### config.mk
export PLATFORM = sky130hd
export DESIGN_NAME = calc_keypad_scan
export DESIGN_NICKNAME = d
export VERILOG_FILES = /design/src/rtl/calc_keypad_scan.sv
export SDC_FILE = /design/constraint.sdc
export NUM_CORES = 1
export LEC_CHECK = 0
export ABC_AREA = 1
export BUFFER_PORTS_ARGS = -buffer_cell sky130_fd_sc_hd__buf_4
export CAP_MARGIN = 20
export CELL_PAD_IN_SITES_DETAIL_PLACEMENT = 0
export CELL_PAD_IN_SITES_GLOBAL_PLACEMENT = 1
export CORE_UTILIZATION = 41
export CTS_CLUSTER_DIAMETER = 150
export DETAILED_ROUTE_END_ITERATION = 10
export GPL_TIMING_DRIVEN = 1
export MAX_ROUTING_LAYER = met4
export PLACE_DENSITY_LB_ADDON = 0.1
export SLEW_MARGIN = 10
export SYNTH_ARGS = -nofsm -noshare
export SYNTH_HDL_FRONTEND = slang
export SYNTH_SLANG_ARGS = --single-unit
### constraint.sdc
create_clock -name clk -period 1.46 [get_ports clk]
set_input_delay 0.146 -clock clk [delete_from_list [all_inputs] [get_ports clk]]
set_output_delay 0.146 -clock clk [all_outputs]
set_load 0.005 [all_outputs]
### src/rtl/calc_keypad_scan.sv
// 4x4 active-low keypad scanner with debounce; emits one btn_valid pulse and
// an ASCII/control code per accepted press, with no auto-repeat while held.
`timescale 1ns/1ps
module calc_keypad_scan #(
  parameter int SCAN_DIV       = 100000,
  parameter int DEBOUNCE_SCANS = 4
) (
  input  logic       clk,
  input  logic       rst_n,
  input  logic [3:0] row_in,
  output logic [3:0] col_out,
  output logic       btn_valid,
  output logic [7:0] btn_char,
  output logic       key_held
);

  localparam int DIV_W = (SCAN_DIV > 2) ? $clog2(SCAN_DIV) : 2;
  localparam logic [DIV_W-1:0] DIV_LAST = DIV_W'(SCAN_DIV - 1);
  localparam logic [3:0] DB_TARGET = 4'(DEBOUNCE_SCANS);

  typedef enum logic [1:0] {
    S_SCAN     = 2'd0,
    S_DEBOUNCE = 2'd1,
    S_HOLD     = 2'd2
  } state_t;

  state_t           state_q, state_d;
  logic [3:0]       row_s1_q, row_s2_q;
  logic [DIV_W-1:0] div_cnt_q, div_cnt_d;
  logic [1:0]       col_idx_q, col_idx_d;
  logic [1:0]       cand_row_q, cand_row_d;
  logic [1:0]       cand_col_q, cand_col_d;
  logic [3:0]       match_cnt_q, match_cnt_d;
  logic [3:0]       rel_cnt_q, rel_cnt_d;
  logic             btn_valid_q, btn_valid_d;
  logic [7:0]       btn_char_q, btn_char_d;
  logic             key_held_q, key_held_d;

  logic             tick;
  logic             any_low;
  logic [1:0]       low_row;
  logic             same_key;
  logic             cand_row_high;

  function automatic logic [7:0] key_map(input logic [1:0] row, input logic [1:0] col);
    logic [7:0] code;
    case ({row, col})
      4'h0: code = 8'h31;
      4'h1: code = 8'h32;
      4'h2: code = 8'h33;
      4'h3: code = 8'h2B;
      4'h4: code = 8'h34;
      4'h5: code = 8'h35;
      4'h6: code = 8'h36;
      4'h7: code = 8'h2D;
      4'h8: code = 8'h37;
      4'h9: code = 8'h38;
      4'hA: code = 8'h39;
      4'hB: code = 8'h2A;
      4'hC: code = 8'h43;
      4'hD: code = 8'h30;
      4'hE: code = 8'h3D;
      default: code = 8'h08;
    endcase
    return code;
  endfunction

  // Rows are asynchronous to clk, so only the second synchronizer stage is ever used.
  always_ff @(posedge clk or negedge rst_n) begin
    if (!rst_n) begin
      row_s1_q <= 4'b1111;
      row_s2_q <= 4'b1111;
    end else begin
      row_s1_q <= row_in;
      row_s2_q <= row_s1_q;
    end
  end

  always_comb begin
    tick          = (div_cnt_q == DIV_LAST);
    any_low       = ~&row_s2_q;
    low_row       = 2'd0;
    for (int i = 3; i >= 0; i--) begin
      if (!row_s2_q[i]) low_row = 2'(i);
    end
    same_key      = any_low && (low_row == cand_row_q);
    cand_row_high = row_s2_q[cand_row_q];
  end

  always_comb begin
    state_d     = state_q;
    div_cnt_d   = tick ? '0 : div_cnt_q + 1'b1;
    col_idx_d   = col_idx_q;
    cand_row_d  = cand_row_q;
    cand_col_d  = cand_col_q;
    match_cnt_d = match_cnt_q;
    rel_cnt_d   = rel_cnt_q;
    btn_valid_d = 1'b0;
    btn_char_d  = btn_char_q;
    key_held_d  = key_held_q;

    case (state_q)
      S_SCAN: begin
        if (tick) begin
          if (any_low) begin
            cand_row_d  = low_row;
            cand_col_d  = col_idx_q;
            match_cnt_d = 4'd1;
            state_d     = S_DEBOUNCE;
          end else begin
            col_idx_d = col_idx_q + 2'd1;
          end
        end
      end

      S_DEBOUNCE: begin
        if (tick) begin
          if (same_key) begin
            if (match_cnt_q + 4'd1 == DB_TARGET) begin
              btn_valid_d = 1'b1;
              btn_char_d  = key_map(cand_row_q, cand_col_q);
              key_held_d  = 1'b1;
              rel_cnt_d   = 4'd0;
              state_d     = S_HOLD;
            end
            match_cnt_d = match_cnt_q + 4'd1;
          end else begin
            match_cnt_d = 4'd0;
            state_d     = S_SCAN;
          end
        end
      end

      S_HOLD: begin
        // Only the candidate's own row matters; a short high blip is forgiven.
        if (tick) begin
          if (cand_row_high) begin
            if (rel_cnt_q + 4'd1 == DB_TARGET) begin
              key_held_d  = 1'b0;
              rel_cnt_d   = 4'd0;
              match_cnt_d = 4'd0;
              state_d     = S_SCAN;
            end else begin
              rel_cnt_d = rel_cnt_q + 4'd1;
            end
          end else begin
            rel_cnt_d = 4'd0;
          end
        end
      end

      default: begin
        state_d = S_SCAN;
      end
    endcase
  end

  always_ff @(posedge clk or negedge rst_n) begin
    if (!rst_n) begin
      state_q     <= S_SCAN;
      div_cnt_q   <= '0;
      col_idx_q   <= 2'd0;
      cand_row_q  <= 2'd0;
      cand_col_q  <= 2'd0;
      match_cnt_q <= 4'd0;
      rel_cnt_q   <= 4'd0;
      btn_valid_q <= 1'b0;
      btn_char_q  <= 8'h00;
      key_held_q  <= 1'b0;
    end else begin
      state_q     <= state_d;
      div_cnt_q   <= div_cnt_d;
      col_idx_q   <= col_idx_d;
      cand_row_q  <= cand_row_d;
      cand_col_q  <= cand_col_d;
      match_cnt_q <= match_cnt_d;
      rel_cnt_q   <= rel_cnt_d;
      btn_valid_q <= btn_valid_d;
      btn_char_q  <= btn_char_d;
      key_held_q  <= key_held_d;
    end
  end

  assign col_out   = ~(4'b0001 << col_idx_q);
  assign btn_valid = btn_valid_q;
  assign btn_char  = btn_char_q;
  assign key_held  = key_held_q;

endmodule

==> results of run 1 <==
logic make-up after synthesis:
| family | share of synthesized area (%) |
|---|---|
| compound gates | 6.08 |
| simple gates | 30.5 |
| xor+xnor | 3.06 |
| buf+inv | 8.27 |
| other cells | 0.131 |
| fa+ha+maj | 7.87 |
| flops | 44.1 |
state kept, by name, summed over array words and instances, names as in the netlist, 4 cells and up:
name and flops:
div_cnt_q 17, row_s2_q 4, rel_cnt_q 4, btn_char 7, match_cnt_q 4, row_s1_q 4
what timing repair did:
action | 4_1_cts | 5_1_grt
setup endpoints to repair | 29 | 35
hold buffers | 5 | 0
hold endpoints to repair | 46 | 0
gates cloned | 0 | 0
pin swaps | 19 | 17
resized for setup | 34 | 38
setup buffers | 8 | 11
where the power goes:
part	total, mW	internal [mW]	leakage [nW]	switching [mW]
clock network	0.976	0.505	0.0579	0.471
logic	0.120	0.0525	1.40	0.0675
registers	1.41	1.40	0.657	0.00558
total	2.51	1.96	2.12	0.544
layer usage:
layer | track usage (%) | up-vias | part of all wire (%)
met4 | 6.52 | 0 | 1.1
li1 | - | 1340 | -
met1 | 22.9 | 1202 | 46
met5 | - | - | 0
met3 | 3.18 | 4 | 1.9
met2 | 32.1 | 27 | 51
area by class of cell:
| cell class | count | area, um2 |
|---|---|---|
| Fill cell | 624 | 2620 |
| Multi-Input combinational cell | 249 | 1600 |
| Sequential cell | 50 | 1260 |
| Timing Repair Buffer | 108 | 842 |
| Inverter | 58 | 223 |
| Tap cell | 80 | 100 |
| Clock buffer | 5 | 68.8 |
| Clock inverter | 3 | 40.0 |
worst reg2reg max path, cell delays in order, from the launching register on:
cell and delay (ns):
dfrtp_1 0.38, ha_2 0.20, nand2_2 0.08, nor2_4 0.24, nand3_4 0.16, clkinv_4 0.09
nand2_4 0.06, nor2_8 0.16, nand2_1 0.06, o21ai_1 0.07, inv_1 0.05
placed cells by master, fill, tap and decap left out, types with 2 or more instances in the layout:
| cell | n |
|---|---|
| buf_4 | 98 |
| o21ai_1 | 9 |
| o21ai_0 | 7 |
| a21oi_2 | 3 |
| a21oi_1 | 3 |
| xor2_1 | 8 |
| nand2_4 | 3 |
| nand4_1 | 6 |
| nand2_2 | 24 |
| o21ai_2 | 4 |
| nand3_1 | 17 |
| nor3_1 | 2 |
| dfrtp_1 | 42 |
| clkinv_2 | 2 |
| o22ai_2 | 2 |
| buf_6 | 5 |
| nand2_1 | 75 |
| nand3_4 | 4 |
| nor2_2 | 11 |
| nor2_4 | 7 |
| nor2_1 | 27 |
| inv_1 | 47 |
| dfstp_2 | 8 |
| dlygate4sd3_1 | 5 |
| clkbuf_8 | 5 |
| inv_2 | 9 |
| ha_1 | 14 |
| ha_2 | 4 |
| nand3_2 | 6 |
stage by stage:
| stage | setup WS, ns | cell area (um2) | hold slack (ns) |
|---|---|---|---|
| 6_report | -0.207 | 4140 | 0.359 |
| 5_1_grt | -0.331 | 4140 | 0.363 |
| 4_1_cts | -0.115 | 3920 | 0.361 |
| 3_5_place_dp | -0.169 | 3590 | 0.218 |
| 3_3_place_gp | -0.127 | 3590 | 0.217 |
| 2_1_floorplan | -0.0263 | 2870 | -0.150 |
path summary, 6_finish.rpt:
path	start	to	slack, ns
max	div_cnt_q[1]	cand_col_q[1]	-0.21
min	row_s1_q[3]	row_s2_q[3]	0.36
max reg2reg	div_cnt_q[1]	cand_col_q[1]	-0.21
min reg2reg	row_s1_q[3]	row_s2_q[3]	0.36
max in group asynchronous	rst_n	match_cnt_q[2]	0.61
min in group asynchronous	rst_n	div_cnt_q[2]	0.41
==> results.py, run 1 <==
metrics = {
    "logic_synthesis": {
        "yosys_warnings": 0,
        "syn-num-nets": 384,
        "synth_cell_types": 35,
        "synth_top_area_cell": "dfrtp_1",
        "dominantRegCellSynth": "dfrtp_1",
        "syn_avg_cell_area_um2": 7.95,
        "synth_area_um2": 2860,
        "ys_top_cells_by_count": "nand2_1 (96), inv_1 (50), dfrtp_1 (42), nor2_1 (38), nand3_1 (24)",
        "ys_async_sr_fraction_pct": 100,
        "ys_ff_latch": 50,
        "synth_top_area_share_pct": 36.7,
        "yosysSeqAreaShare_pct": 44.1,
        "synth_area_leaders": "dfrtp_1 (37%), nand2_1 (13%), ha_1 (7.9%)",
        "synthCells": 360,
        "yosysMostFrequentCell": "nand2_1",
        "synth-edff-count": 0,
    },
    "critical_path": {
        "ff2ff_path_depth": 10,
        "worst-path-stages": 10,
        "max_stage_delay_ns": 0.38,
        "crit_arrival_ns": 1.86,
        "critPathBufInv": 2,
        "critPathCaptureType": "flop",
        "worst_path_max_delay_cell": "dfrtp_1",
        "crit_family": "simple AND/OR/NAND/NOR gates",
        "critPathKind": "flop to flop",
        "start_kind": "flop",
        "critPathMaxFanout": 7,
        "required_ns": 1.66,
        "path_cells": "ha_2, nand2_2, nor2_4, nand3_4, clkinv_4, nand2_4, nor2_8, nand2_1, o21ai_1, inv_1",
    },
    "cts": {
        "h-tree-depth": 2,
        "cts_tree": "built",
        "clk_latency_ns": 0.31,
        "clk_transition_reported_paths_ns": 0.10,
        "cts_sinks": 50,
        "cts_max_path_buffers": 2,
        "clk_root_buffer_cell": "clkbuf_8",
        "cts_buffers": 5,
    },
    "route": {
        "viasPerCell": 4.65,
        "drtPass1Iterations": 4,
        "routed_wl_mm": 6.33,
        "drt-wirelength-per-cell_um": 11.4,
        "vias": 2573,
        "drt-initial-drc-count": 106,
        "antenna_left": 0,
        "drc": 0,
    },
    "sta": {
        "rsz0062_at_grt": "yes",
        "fin_crit_ns": 1.67,
        "fin_ws_ns": -0.207,
        "skew_ns": 0.0139,
        "setup_violations": 34,
        "fin_crit_sh_pct": 114,
        "hold_viol": 0,
        "maxSlewHeadroom_pct": 56.9,
        "slew_viol_final": 0,
        "tightest_slew_ns": 0.646,
        "tns_ns": -3.83,
        "max_freq_ghz": 0.600,
    },
    "power_and_ir_drop": {
        "total_power_mw": 2.51,
        "peakVddDrop_mv": 0.585,
        "p_leak_nw": 2.12,
        "pwr_density_cell_nw_per_um2": 606,
    },
    "cells_and_area": {
        "finish.net_count": 496,
        "synthToLayoutAreaGrowth_pct": 44.6,
        "drive_above_1_share_pct": 42.7,
        "utilization_pct": 61.2,
        "layout.cells.non_filler": 553,
        "diodes": 0,
    },
    "placed_design": {
        "dp_hpwl_mm": 4.58,
        "portBuffers": 18,
        "gp_congestion": 0.818,
        "dp_cells": 522,
    },
    "status": {
        "status": "complete, but fails checks",
        "violations": "setup timing",
    },
    "die": {
        "fp-row-count": 30,
        "dieWidth_um": 85.5,
        "dieArea_um2": 7310,
        "die_y_um": 85.5,
        "core_area_um2": 6760,
        "pin_count": 20,
        "initial_utilization_pct": 42.3,
    },
    "global_routing": {
        "grt_max_degree": 51,
        "grt_pass1_vias": 2399,
        "grt_pass1_wl_mm": 10.5,
        "antenna_found_initial": 0,
        "track_usage_pct": 18.9,
        "grt_remaining_overflow": 0,
    },
    "hold_path": {
        "whs_path_depth": 0,
        "hold_path.class": "flop to flop",
    },
    "run": {
        "drv_cap": 0,
    },
}
Power figures use the tool's default switching activity.
==> run 2, diff against run 1 <==
--- a/config.mk
+++ b/config.mk
@@ -5,12 +5,11 @@
 export SDC_FILE = /design/constraint.sdc
 export NUM_CORES = 1
 export LEC_CHECK = 0
-export ABC_AREA = 1
 export BUFFER_PORTS_ARGS = -buffer_cell sky130_fd_sc_hd__buf_4
 export CAP_MARGIN = 20
 export CELL_PAD_IN_SITES_DETAIL_PLACEMENT = 0
 export CELL_PAD_IN_SITES_GLOBAL_PLACEMENT = 1
-export CORE_UTILIZATION = 41
+export CORE_UTILIZATION = 43
 export CTS_CLUSTER_DIAMETER = 150
 export DETAILED_ROUTE_END_ITERATION = 10
 export GPL_TIMING_DRIVEN = 1
==> results.py, run 2 <==
metrics = {
    "critical_path": {
        "worstSetupEndpoint": "state_q[0]",
        "setup.worst_path.start": "div_cnt_q[12]",
        "required_ns": 1.66,
        "crit_arrival_ns": 2.67,
        "start_kind": "flop",
        "r2r_end": "state_q[0]",
        "critPathMaxFanout": 6,
        "rr_startpoint": "div_cnt_q[12]",
        "critPathKind": "flop to flop",
        "rrSetupSlack_ns": -1.01,
        "critPathCaptureType": "flop",
        "ff2ff_path_depth": 8,
    },
    "sta": {
        "tightest_slew_ns": 0.625,
        "fin_crit_sh_pct": 169,
        "rsz0062_at_grt": "yes",
        "slew_viol_final": 0,
        "fin_crit_ns": 2.47,
        "maxSlewHeadroom_pct": 58.3,
        "skew_ns": 0.00977,
        "setup_violations": 37,
        "tns_ns": -25.22,
        "fin_ws_ns": -1.01,
        "max_freq_ghz": 0.405,
        "hold_viol": 0,
    },
    "logic_synthesis": {
        "yosysMostFrequentCell": "dfrtp_1",
        "synth_cell_types": 55,
        "syn-num-nets": 290,
        "yosysSeqAreaShare_pct": 46.2,
        "syn_avg_cell_area_um2": 10.3,
        "ys_top_cells_by_count": "dfrtp_1 (42), nand2_1 (24), ha_1 (18), inv_1 (18), nor2_1 (15)",
        "ys_async_sr_fraction_pct": 100,
        "synth_top_area_share_pct": 38.5,
        "synthCells": 266,
        "synth_top_area_cell": "dfrtp_1",
        "ys_ff_latch": 50,
        "dominantRegCellSynth": "dfrtp_1",
        "yosys_warnings": 0,
        "synth_area_leaders": "dfrtp_1 (38%), ha_1 (8.2%), dfstp_2 (7.7%)",
        "synth-edff-count": 0,
        "synth_area_um2": 2730,
    },
    "cts": {
        "clk_root_buffer_cell": "clkbuf_8",
        "cts_tree": "built",
        "clk_transition_reported_paths_ns": 0.10,
        "cts_sinks": 50,
        "cts_buffers": 5,
        "clk_latency_ns": 0.31,
        "cts_max_path_buffers": 2,
        "h-tree-depth": 2,
    },
    "route": {
        "drt-wirelength-per-cell_um": 13.9,
        "drt-initial-drc-count": 120,
        "antenna_left": 0,
        "routed_wl_mm": 6.42,
        "drtPass1Iterations": 4,
        "viasPerCell": 5.09,
        "vias": 2340,
        "drc": 0,
    },
    "status": {
        "violations": "setup timing",
        "status": "complete, but fails checks",
    },
    "global_routing": {
        "grt_pass1_vias": 2229,
        "antenna_found_initial": 0,
        "grt_max_degree": 51,
        "grt_pass1_wl_mm": 10.4,
        "grt_remaining_overflow": 0,
        "track_usage_pct": 21.3,
    },
    "placed_design": {
        "portBuffers": 18,
        "pre_cts_slack_ns": -1.02,
        "placed_area_um2": 3500,
        "dp_hpwl_mm": 4.17,
        "gp_congestion": 0.840,
    },
    "cells_and_area": {
        "most-common-layout-cells": "buf_4 (102), dfrtp_1 (40), nand2_1 (21)",
        "multi_input_area_um2": 1590,
        "utilization_pct": 67.9,
        "fill_cells": 482,
        "synthToLayoutAreaGrowth_pct": 49.7,
        "finish.net_count": 408,
        "diodes": 0,
        "drive_above_1_share_pct": 46.2,
        "largest_reg_flops": 17,
        "final_common_cell": "buf_4",
        "largest_register": "div_cnt_q",
        "finalInstanceArea_um2": 4090,
        "regArea_um2": 1260,
    },
    "run": {
        "drv_cap": 0,
    },
    "power_and_ir_drop": {
        "swShare_pct": 22.3,
        "seqPwrFrac_pct": 56.0,
        "total_power_mw": 2.52,
        "peakVddDrop_mv": 0.448,
        "p_leak_nw": 1.95,
        "p_clk_share_pct": 40.4,
        "p_int_mw": 1.96,
        "p_sw_uw": 563,
        "combPwrFrac_pct": 3.6,
        "pwr_density_cell_nw_per_um2": 617,
    },
    "die": {
        "die_y_um": 81.7,
        "dieWidth_um": 81.7,
        "fp-row-count": 28,
        "dieArea_um2": 6670,
        "initial_utilization_pct": 45.3,
        "pin_count": 20,
        "core_area_um2": 6030,
    },
    "hold_path": {
        "hold_path.class": "flop to flop",
    },
}
## run 2: cell types whose count changed after synthesis, sizes merged, moves of 5 or more
cell,previous run,this run
inv,56,18
nand2,102,24
clkbuf,0,6
nand3,27,13
o211ai,0,5
nor2,46,15
xnor2,1,9
o21ai,21,14
o2111ai,0,5
mux2,0,7
## run 2: logic make-up (layout without fill, tap and decap cells)
kind of cell / after synthesis / in the layout / share of synthesized area [%]
AO/OA/AOI/OAI: 56 / 56 / 14.0
XOR/XNOR: 15 / 15 / 4.81
buffers and inverters: 27 / 146 / 4.26
AND/OR/NAND/NOR: 88 / 88 / 17.6
adder cells (fa/ha/maj): 18 / 18 / 8.25
multiplexers: 11 / 11 / 4.81
flip-flops: 50 / 50 / 46.2
other: 1 / 1 / 0.137
## run 2: layer usage
layer / wire length, um / global-route usage (%)
met5: 0 / -
met4: 103 / 6.14
met3: 121 / 3.00
met2: 3150 / 34.8
met1: 3050 / 27.6
## run 2: power groups by stage
stage | registers [mW] | clock network, mW | logic [mW]
after floorplan | 1.44 | 0 | 0.0152
after global placement | 1.44 | 0 | 0.0748
after detailed placement | 1.44 | 0 | 0.0760
after CTS | 1.41 | 1.05 | 0.0883
after global routing | 1.42 | 1.09 | 0.101
final | 1.41 | 1.02 | 0.0899
## run 2: critical path, stage by stage, from the launching register on
cell	delay, ns
dfrtp_1	0.39
or4b_4	0.54
or4_4	0.48
buf_4	0.16
buf_6	0.11
o21ai_4	0.12
buf_6	0.13
o2111ai_2	0.12
mux2_2	0.30
## run 2: final cells by class
type	instances	area share [%]
multi-input cells	189	38.8
well taps	75	2.29
clock buffers	5	1.68
repair buffers	120	23.6
inverters	18	1.65
flip-flops and latches	50	30.9
clock inverters	3	1.07
## run 2: what timing repair did
action	in CTS	in global routing
hold endpoints to repair	46	0
cloned	0	1
resized for setup	32	36
endpoints found under the setup margin	35	38
buffers inserted	10	11
pin swaps	6	10
hold buffers	5	0
## run 2: how the worst min path moves through the flow
stage | from | to | depth (start not counted)
CTS | row_s1_q[1] | row_s2_q[1] | 0
floorplan | rst_n | btn_char[0] | 0
global route | row_s1_q[1] | row_s2_q[1] | 0
detailed placement | rst_n | btn_char[0] | 1
finish | row_s1_q[1] | row_s2_q[1] | 0
global placement | rst_n | btn_char[0] | 1
## run 2: metrics by stage
step,std cells,hold WS [ns]
2_1_floorplan,266,-0.150
3_3_place_gp,427,0.211
3_5_place_dp,427,0.214
4_1_cts,450,0.362
5_1_grt,460,0.367
6_report,460,0.361
==> run 3, diff against run 2 <==
--- a/config.mk
+++ b/config.mk
@@ -13,7 +13,6 @@
 export CTS_CLUSTER_DIAMETER = 150
 export DETAILED_ROUTE_END_ITERATION = 10
 export GPL_TIMING_DRIVEN = 1
-export MAX_ROUTING_LAYER = met4
 export PLACE_DENSITY_LB_ADDON = 0.1
 export SLEW_MARGIN = 10
 export SYNTH_ARGS = -nofsm -noshare
==> results.py, run 3 (same netlist as run 2, synthesis figures left out) <==
metrics = {
    "global_routing": {
        "grt_pass1_vias": 2229,
        "grt_max_degree": 51,
        "track_usage_pct": 20.7,
        "antenna_found_initial": 0,
        "top_usage_layer": "met2",
        "use_met2_pct": 34.8,
        "gr-usage-met3_pct": 3.00,
        "grt_pass1_wl_mm": 10.4,
        "grt_remaining_overflow": 0,
        "grt_use_met1_pct": 27.6,
    },
    "route": {
        "drc": 0,
        "antenna_left": 0,
        "drtPass1Iterations": 4,
        "drt-initial-drc-count": 122,
        "routed_wl_mm": 6.42,
        "drt-wirelength-per-cell_um": 14.0,
        "vias": 2353,
        "viasPerCell": 5.12,
    },
    "critical_path": {
        "rr_startpoint": "div_cnt_q[12]",
        "required_ns": 1.66,
        "start_kind": "flop",
        "critPathCaptureType": "flop",
        "crit_arrival_ns": 2.67,
        "setup.worst_path.start": "div_cnt_q[12]",
        "critPathMaxFanout": 6,
        "critPathKind": "flop to flop",
    },
    "die": {
        "initial_utilization_pct": 45.3,
        "fp-row-count": 28,
        "dieWidth_um": 81.7,
        "die_y_um": 81.7,
        "pin_count": 20,
        "dieArea_um2": 6670,
        "core_area_um2": 6030,
    },
    "hold_path": {
        "hold_path.class": "flop to flop",
        "hold_start": "row_s1_q[1]",
    },
    "placed_design": {
        "portBuffers": 18,
        "gp_congestion": 0.827,
        "dp_hpwl_mm": 4.17,
        "dp_cells": 427,
    },
    "cts": {
        "clk_transition_reported_paths_ns": 0.10,
        "h-tree-depth": 2,
        "cts_tree": "built",
        "cts_buffers": 5,
        "clk_latency_ns": 0.31,
        "cts_max_path_buffers": 2,
        "clk_root_buffer_cell": "clkbuf_8",
        "cts_sinks": 50,
    },
    "power_and_ir_drop": {
        "pwr_density_cell_nw_per_um2": 617,
        "p_int_mw": 1.96,
        "combPwrFrac_pct": 3.5,
        "p_leak_nw": 1.95,
        "total_power_mw": 2.52,
        "p_sw_uw": 565,
        "swShare_pct": 22.4,
        "seqPwrFrac_pct": 56.0,
        "p_clk_share_pct": 40.5,
        "peakVddDrop_mv": 0.447,
    },
    "cells_and_area": {
        "final_common_cell": "buf_4",
        "largest_register": "div_cnt_q",
        "largest_reg_flops": 17,
        "drive_above_1_share_pct": 46.2,
        "synthToLayoutAreaGrowth_pct": 49.7,
        "diodes": 0,
        "utilization_pct": 67.9,
        "finish.net_count": 408,
        "layout.cells.non_filler": 460,
        "most-common-layout-cells": "buf_4 (102), dfrtp_1 (40), nand2_1 (21)",
    },
    "sta": {
        "slew_viol_final": 0,
        "tns_ns": -25.30,
        "maxSlewHeadroom_pct": 58.6,
        "fin_ws_ns": -1.01,
        "tightest_slew_ns": 0.621,
        "setup_violations": 37,
        "max_freq_ghz": 0.404,
        "fin_crit_ns": 2.47,
        "hold_viol": 0,
        "rsz0062_at_grt": "yes",
        "skew_ns": 0.00960,
        "fin_crit_sh_pct": 169,
    },
    "run": {
        "drv_cap": 0,
    },
    "status": {
        "violations": "setup timing",
        "status": "complete, but fails checks",
    },
}
run 3: timing repair:
action | CTS | global route
buffers inserted | 10 | 11
setup endpoints to repair | 35 | 38
hold buffers | 5 | 0
hold endpoints to repair | 46 | 0
resized for setup | 32 | 36
cloned | 0 | 1
pin swaps | 6 | 10
run 3: worst paths after layout:
kind                                     end  slack (ns)  cells after the start
max in group asynchronous       col_idx_q[0]        0.63                      2
worst max register to register    state_q[0]       -1.01                      8
worst max-delay path              state_q[0]       -1.01                      8
worst min register to register   row_s2_q[1]        0.36                      0
worst min-delay path             row_s2_q[1]        0.36                      0
min in group asynchronous        btn_char[0]        0.38                      2
run 3: final cells by class:
| class | count | area (um2) |
|---|---|---|
| Multi-Input combinational cell | 189 | 1590 |
| Timing Repair Buffer | 120 | 966 |
| Fill cell | 482 | 1940 |
| Tap cell | 75 | 93.8 |
| Clock inverter | 3 | 43.8 |
| Inverter | 18 | 67.6 |
| Clock buffer | 5 | 68.8 |
| Sequential cell | 50 | 1260 |
run 3: power by group through the flow:
stage	combinational, mW	sequential (mW)	clock [mW]
finish	0.0896	1.41	1.02
global route	0.101	1.42	1.09
CTS	0.0883	1.41	1.05
detailed placement	0.0760	1.44	0
global placement	0.0748	1.44	0
floorplan	0.0152	1.44	0
run 3: through the flow:
stage | setup slack (ns) | instance area [um2] | hold slack, ns
detailed placement | -1.02 | 3500 | 0.214
CTS | -1.01 | 3880 | 0.362
floorplan | -1.00 | 2730 | -0.150
global placement | -0.956 | 3500 | 0.211
global route | -1.09 | 4090 | 0.367
finish | -1.01 | 4090 | 0.361
run 3: critical path: stages (launching register included):
cell	delay, ns
dfrtp_1	0.39
or4b_4	0.54
or4_4	0.48
buf_4	0.16
buf_6	0.11
o21ai_4	0.12
buf_6	0.14
o2111ai_2	0.12
mux2_2	0.30
run 3: layer usage:
layer	wire, um	up-vias	part of all wire [%]
li1	-	1187	-
met1	3040	1126	47
met2	3140	31	49
met3	133	9	2.1
met4	102	0	1.6
met5	0	-	0
